--- config.mk ---
export PLATFORM = sky130hd
export DESIGN_NAME = cache_fill_ctrl
export DESIGN_NICKNAME = d
export VERILOG_FILES = /design/src/rtl/cache_fill_ctrl.sv
export SDC_FILE = /design/constraint.sdc
export NUM_CORES = 1
export LEC_CHECK = 0
export ABC_CLOCK_PERIOD_IN_PS = 1600
export CORE_ASPECT_RATIO = 0.5
export CORE_MARGIN = 4
export CORE_UTILIZATION = 25
export CTS_CLUSTER_DIAMETER = 120
export DETAILED_ROUTE_END_ITERATION = 10
export PLACE_DENSITY = 0.6
export SLEW_MARGIN = 5
export SYNTH_ARGS = -nofsm -noshare
export SYNTH_HDL_FRONTEND = slang
export SYNTH_SLANG_ARGS = --single-unit
--- constraint.sdc ---
create_clock -name clk -period 1.6 [get_ports clk]
set_input_delay 0.16 -clock clk [delete_from_list [all_inputs] [get_ports clk]]
set_output_delay 0.16 -clock clk [all_outputs]
set_load 0.02 [all_outputs]
--- src/rtl/cache_fill_ctrl.sv ---
// -----------------------------------------------------------------------------
// cache_fill_ctrl
//
// Cache-line fill sequencer. It accepts one miss at a time from the tag-match
// logic, then issues one pipelined word-read per cycle to the memory. It
// counts returning words separately from issued requests. For each returning
// word it produces a data-array write strobe. The tag-array write strobe
// fires on the final word. With CWF=1 the missed word is fetched first and
// the sequence wraps around the block.
//
// Parameters
//   ADDR_W       address width in bits
//   WORD_BYTES   bytes per memory word (power of two)
//   BLOCK_WORDS  words per cache block (power of two, >= 2)
//   CWF          0: word 0 first; 1: missed word first, then wrap
//
// Ports
//   clk                in   system clock, all state updates on rising edge
//   rst                in   synchronous active-high reset
//   miss_detected      in   tag-match miss, only looked at while idle
//   miss_address       in   missing address, captured with miss_detected
//   memory_data_valid  in   read data present on the memory bus this cycle
//   fsm_busy           out  fill in progress (pipeline stall)
//   mem_req            out  read request this cycle
//   memory_address     out  word address of the request, 0 when idle
//   data_wen           out  write the returning word into the data array
//   data_addr          out  address of the word being written, 0 when idle
//   tag_wen            out  tag/valid write, one-cycle pulse on the last word
//   fill_done          out  one-cycle pulse coincident with the last data_wen
// -----------------------------------------------------------------------------
module cache_fill_ctrl #(
    parameter int ADDR_W      = 16,
    parameter int WORD_BYTES  = 2,
    parameter int BLOCK_WORDS = 8,
    parameter int CWF         = 0
) (
    input  logic              clk,
    input  logic              rst,
    input  logic              miss_detected,
    input  logic [ADDR_W-1:0] miss_address,
    input  logic              memory_data_valid,
    output logic              fsm_busy,
    output logic              mem_req,
    output logic [ADDR_W-1:0] memory_address,
    output logic              data_wen,
    output logic [ADDR_W-1:0] data_addr,
    output logic              tag_wen,
    output logic              fill_done
);

    // Byte-offset width of a block, word-index width, and byte-in-word width.
    localparam int OFF_W = $clog2(BLOCK_WORDS * WORD_BYTES);
    localparam int IDX_W = $clog2(BLOCK_WORDS);
    localparam int LSB_W = $clog2(WORD_BYTES);

    localparam logic [0:0] ST_IDLE = 1'b0;
    localparam logic [0:0] ST_FILL = 1'b1;

    // Return count at which the arriving word is the last of the block.
    localparam logic [IDX_W:0] LAST_RC = (IDX_W + 1)'(BLOCK_WORDS - 1);

    logic [0:0]        state;
    logic [ADDR_W-1:0] base;      // block-aligned address of the line being filled
    logic [IDX_W-1:0]  start;     // word index fetched first
    logic [IDX_W:0]    ic;        // requests issued, saturates at BLOCK_WORDS
    logic [IDX_W:0]    rc;        // words returned

    logic              in_fill;
    logic              last_beat;
    logic [IDX_W-1:0]  miss_idx;
    logic [IDX_W-1:0]  issue_idx;
    logic [IDX_W-1:0]  ret_idx;
    logic [ADDR_W-1:0] miss_base;

    // The byte-in-word bits of the miss address never affect the fill; fold
    // the whole address here so those bits are visibly consumed.
    logic              unused_addr_bits;
    assign unused_addr_bits = ^miss_address;

    assign miss_idx  = miss_address[OFF_W-1:LSB_W];
    assign miss_base = {miss_address[ADDR_W-1:OFF_W], {OFF_W{1'b0}}};

    // Word indices are IDX_W bits wide, so start+count wraps around the
    // block without an explicit modulo.
    assign issue_idx = start + ic[IDX_W-1:0];
    assign ret_idx   = start + rc[IDX_W-1:0];

    assign in_fill = (state == ST_FILL);

    // NOTE: every output is a continuous assignment covering all cases, so no
    // output can hold a stale value (no latch) and none depends on the miss inputs.
    assign fsm_busy       = in_fill;
    // ic stops at BLOCK_WORDS (= 1 << IDX_W), so its MSB marks "all issued".
    assign mem_req        = in_fill && !ic[IDX_W];
    assign memory_address = mem_req ? (base | (ADDR_W'(issue_idx) << LSB_W)) : '0;
    // Returns are only meaningful during a fill; stray valids in idle are dropped.
    assign data_wen       = in_fill && memory_data_valid;
    assign data_addr      = data_wen ? (base | (ADDR_W'(ret_idx) << LSB_W)) : '0;
    assign last_beat      = data_wen && (rc == LAST_RC);
    assign tag_wen        = last_beat;
    assign fill_done      = last_beat;

    // NOTE: sequential state uses non-blocking assignments only, so every
    // register samples pre-edge values regardless of statement order.
    always_ff @(posedge clk) begin
        if (rst) begin
            state <= ST_IDLE;
            base  <= '0;
            start <= '0;
            ic    <= '0;
            rc    <= '0;
        end else begin
            case (state)
                ST_IDLE: begin
                    if (miss_detected) begin
                        base  <= miss_base;
                        start <= (CWF != 0) ? miss_idx : '0;
                        ic    <= '0;
                        rc    <= '0;
                        state <= ST_FILL;
                    end
                end
                ST_FILL: begin
                    // Issue and return sides advance independently; a gap in
                    // the returns stalls only rc.
                    if (mem_req) begin
                        ic <= ic + 1'b1;
                    end
                    if (data_wen) begin
                        rc <= rc + 1'b1;
                    end
                    // A miss arriving now is ignored; the tag logic re-presents
                    // it in the idle cycle that follows.
                    if (last_beat) begin
                        state <= ST_IDLE;
                    end
                end
                default: begin
                    state <= ST_IDLE;
                end
            endcase
        end
    end

endmodule

==> reports/metrics.csv, run 1 <==
metric,value,unit
ys_seq_area_frac,0.3934,
nFillCells,434,
cts_tree,yes,
start_util,0.2669,
cts_root_buffer,clkbuf_8,
maxSlewViolCount,0,
synth.distinct_cells,24,
die-height,54.23,µm
die-area,5448,µm²
yosysTopAreaCell,dfxtp_1,
finalHoldViolations,0,
fmax,655.3,MHz
fp.coreArea,4004,µm²
numCtsBuffers,3,
crit_family,buffers and inverters,
cts_hold_buf,0,
drc,0,
fin_nets,220,
ys_ff_latch,21,
cts.clk_slew.worst_paths,70,ps
yosysMostFrequentCell,nand2_1,
cp_max_fo,17,
vdd_drop_max,250.8,µV
area_delta_synth_final,53.63,%
dr.pass1.iters,4,
min_path_type,input pin to register,
totalWireLength,2.978,mm
std_cell_rows,16,
r2r_cells,6,
postCtsSetupBuffers,0,
crit_type,register to primary output,
synth_ff_type,dfxtp_1,
max-cap-violations,0,
drive_gt1_frac,0.2386,
period_share,0.9538,
io_pins,57,
synthTopCellsByArea,"dfxtp_1 (39%), nand2_1 (9.5%), and2_1 (9.4%), and3_1 (9.4%), a21oi_1 (8.9%)",
place_area,1713,µm²
yosysTopAreaCellShare,0.3934,
syn-instance-count,137,
grt_pass1_wl,4.733,mm
clock_latency,250,ps
syn_avg_cell_area,7.799,µm²
diodes,0,
grt_pass1_vias,997,
path_depth,5,
netlist_area,1069,µm²
rsz0062_at_grt,false,
leakage,0.8503,nW
async_flop_share,0,
cts_max_level,1,
grt_max_degree,22,
hold_path_depth,3,
endpoint_kind,primary output,
vias,1069,
gp_congestion,0.7516,
power,1.130,mW
antenna_found_initial,0,
setup_viol,0,
drtIter0Drc,30,
io_buffers,50,
slowest_delay,350,ps
cts.sinks,21,
drt-vias-per-instance,4.259,
synth_enable_flop_cells,0,
clock_path_buffers,2,
power.density,688.2,nW/µm²
worstPathArrival,1370,ps
detail-route-antenna-nets,0,
cp-start-kind,register,
drt-wirelength-per-cell,11.86,µm
fp.dieW,100.5,µm
critPathBufInv,3,
synth_common_cells,"nand2_1 (27), dfxtp_1 (21), a21oi_1 (19)",
yosys_warnings,0,
period_minus_slack,1526,ps
critical_path.cell_chain,or2b_1 -> inv_1 -> buf_12 -> and2_1 -> buf_2,
grt_overflow,0,
clock_skew,3.746,ps
outcome,"finished, final reports clean",
fin_area,1642,µm²
grt_usage,0.1096,
required,1440,ps
slowest_stage,dfxtp_2,
==> layout by cell type (no fill, tap or decap), types with 3 or more instances in the layout <==
master,instances
clkdlybuf4s50_1,15
clkbuf_2,5
nand2b_1,3
dfxtp_1,20
inv_1,3
nand2_1,27
nand3_1,5
and2_1,16
and3_1,16
buf_2,15
buf_4,17
a21oi_1,19
dlygate4sd2_1,13
clkbuf_8,3
==> per-stage QoR <==
stage               setup WS (ps)    util  cells  hold slack [ps]  setup TNS [ps]
finish                      73.95  0.4100    251            449.3               0
global route                2.707  0.4100    251            465.2               0
CTS                         6.573  0.4172    251            446.5               0
detailed placement         -212.0  0.4278    247            458.0           -4196
global placement           -180.3  0.4278    247            451.3           -3895
floorplan                   91.50       -    138            239.3               0
==> tightest hold or removal path: stages <==
cell and delay [ps]:
clkdlybuf4s50_1 390, nand2_1 60, a21oi_1 50
==> registers in the layout (all words and copies together), names as in the netlist <==
name,count
base,12
ic,4
rc,4
fsm_busy,1
==> timing repair <==
| action | CTS | global route |
|---|---|---|
| gates resized for setup | 88 | 12 |
| hold endpoints to repair | 0 | 0 |
| gates cloned | 0 | 0 |
| endpoints found under the setup margin | 35 | 22 |
==> layout make-up <==
type,count,area [µm²],share of cell area
Clock buffer,4,45.04,0.02744
Inverter,3,11.26,0.006860
Multi-Input combinational cell,102,573.1,0.3491
Sequential cell,21,421.7,0.2569
Tap cell,54,67.56,0.04116
Timing Repair Buffer,67,523.0,0.3186
==> where the power goes <==
group          internal, mW  switching [mW]  total (mW)
combinational         0.112           0.120       0.231
sequential            0.547          0.0156       0.562
clock                 0.177           0.159       0.336
total                 0.835           0.295        1.13
==> cell families (layout without fill, tap and decap cells) <==
group / count (synthesis) / after routing / synth area share
xor gates and xnor gates: 1 / 1 / 0.008198
adders and majority gates: 2 / 2 / 0.02342
AOI/OAI and AO/OA: 21 / 21 / 0.1089
DFF: 21 / 21 / 0.3934
buffers and inverters: 15 / 74 / 0.07377
and+or+nand+nor: 75 / 75 / 0.3747
other: 1 / 2 / 0.003510
muxes: 1 / 1 / 0.01405
==> final timing paths <==
| path | start | to | slack [ps] |
|---|---|---|---|
| max | fsm_busy$_SDFF_PP0_ | memory_address[2] | 70 |
| min | miss_address[10] | base[10]$_SDFFE_PP0P_ | 450 |
| max reg2reg | fsm_busy$_SDFF_PP0_ | rc[2]$_SDFFE_PP0P_ | 170 |
| min reg2reg | base[9]$_SDFFE_PP0P_ | base[9]$_SDFFE_PP0P_ | 460 |
==> routing by layer <==
metal | track usage | vias to the layer above | part of all wire | wire, µm
met1 | 0.1321 | 485 | 0.45 | 1348
met3 | 0.02545 | 0 | 0.041 | 121
met2 | 0.2094 | 16 | 0.51 | 1507
li1 | - | 568 | - | -
met4 | 0.01342 | 0 | 0 | 0
met5 | 0 | - | 0 | 0
Power figures use the tool's default switching activity.
==> run 2: changes to the inputs <==
--- a/config.mk
+++ b/config.mk
@@ -7,4 +7,5 @@
 export LEC_CHECK = 0
 export ABC_CLOCK_PERIOD_IN_PS = 1600
+export CAP_MARGIN = 20
 export CORE_ASPECT_RATIO = 0.5
 export CORE_MARGIN = 4
==> constraint.sdc (replaced) <==
create_clock -name clk -period 1.6 [get_ports clk]
set_input_delay 0.32 -clock clk [delete_from_list [all_inputs] [get_ports clk]]
set_output_delay 0.32 -clock clk [all_outputs]
set_load 0.02 [all_outputs]
==> reports/metrics.csv, run 2 (same netlist as run 1, synthesis figures left out) <==
metric,value,unit
reg_top3,"base: 12 flops, ic: 4 flops, rc: 4 flops",
io_pins,57,
finalHoldViolations,0,
min_path_type,register to register,
dp_hpwl,2.391,mm
setup_viol,16,
io_buffers,50,
diodes,0,
clock_path_buffers,2,
wl_met3,125,µm
fin_util,0.4613,
area_delta_synth_final,72.83,%
fp.dieW,100.5,µm
cp-start-kind,register,
leakage,0.9102,nW
rsz0062_at_grt,true,
cts_tree,yes,
drive_gt1_frac,0.4155,
drc,0,
top_register,base,
fin_nets,230,
die-area,5448,µm²
met2_length,1.647,mm
fp.coreArea,4004,µm²
vdd_drop_max,262.3,µV
grt_pass1_wl,5.057,mm
cts_root_buffer,clkbuf_8,
cts_max_level,1,
fin_area,1847,µm²
grt_usage,0.1183,
totalWireLength,3.214,mm
drt-wirelength-per-cell,12.31,µm
clock_latency,260,ps
maxSlewViolCount,0,
final_cell_mix,"nand2_1 (27), buf_6 (21), dfxtp_1 (20), buf_4 (20), a21oi_1 (19)",
dpl.cell_count,250,
vias,1130,
period_minus_slack,1730,ps
drt-vias-per-instance,4.330,
clock_skew,0.7590,ps
die-height,54.23,µm
dr.pass1.iters,3,
endpoint_kind,primary output,
required,1280,ps
cts_hold_buf,0,
cts.clk_slew.worst_paths,70,ps
outcome,"complete, but fails checks",
layout_commonest_cell,nand2_1,
fmax,578.1,MHz
violations,negative setup slack,
detail-route-antenna-nets,0,
cp_max_fo,11,
crit_type,register to primary output,
gp_congestion,0.7619,
power.density,641.6,nW/µm²
grt_overflow,0,
largest_register_ff_count,12,
place_area,1762,µm²
grt_max_degree,22,
period_share,1.081,
fin_cells,261,
fin_ws,-129.8,ps
max-cap-violations,0,
met1_length,1.411,mm
worstPathArrival,1410,ps
nFillCells,416,
grt_pass1_vias,1097,
top_layer,met4,
std_cell_rows,16,
numCtsBuffers,3,
start_util,0.2669,
antenna_found_initial,0,
setup-tns-final,-1299,ps
cts.sinks,21,
drtIter0Drc,21,
==> run 2: repair_timing <==
action	4_1_cts	5_1_grt
pin swaps	0	1
gates cloned	1	0
setup endpoints to repair	35	30
resized for setup	174	15
buffers inserted	4	3
==> run 2: power by group <==
part | switching [mW] | total [mW] | internal, mW
sequential | 0.0150 | 0.561 | 0.546
combinational | 0.131 | 0.279 | 0.148
clock | 0.167 | 0.344 | 0.177
==> run 2: worst max-delay path, stage by stage (launching register included) <==
cell and delay (ps):
dfxtp_2 350, or2b_1 260, inv_2 90, buf_12 120, buf_4 100, and2_4 130, buf_6 100
==> run 2: per-stage QoR <==
step	hold WS [ps]	setup WS (ps)	power (mW)
floorplan	399.3	45.67	0.6939
global placement	454.5	-483.2	0.8269
detailed placement	456.3	-530.3	0.8302
CTS	470.2	-142.3	1.198
global route	482.3	-188.1	1.252
finish	465.1	-129.8	1.185
==> run 2: final timing paths <==
check	from	end	slack, ps	depth (start not counted)
worst min-delay path	base[4]$_SDFFE_PP0P_	base[4]$_SDFFE_PP0P_	470	2
worst max register to register	fsm_busy$_SDFF_PP0_	rc[2]$_SDFFE_PP0P_	200	6
worst max-delay path	fsm_busy$_SDFF_PP0_	memory_address[15]	-130	6
worst min register to register	base[4]$_SDFFE_PP0P_	base[4]$_SDFFE_PP0P_	470	2
==> run 2: per-layer routing <==
metal / GRT usage / up-vias
met2: 0.2325 / 17
met5: 0 / -
met1: 0.1345 / 523
met4: 0.02685 / 0
met3: 0.02672 / 4
li1: - / 586
==> run 2: cell type report <==
class                   count  area (µm²)  share of cell area
inverters                   3       11.26            0.006098
flip-flops and latches     21       421.7              0.2283
clock buffers               4       45.04             0.02439
well taps                  54       67.56             0.03659
multi-input cells         102       611.8              0.3313
repair buffers             77       689.4              0.3733
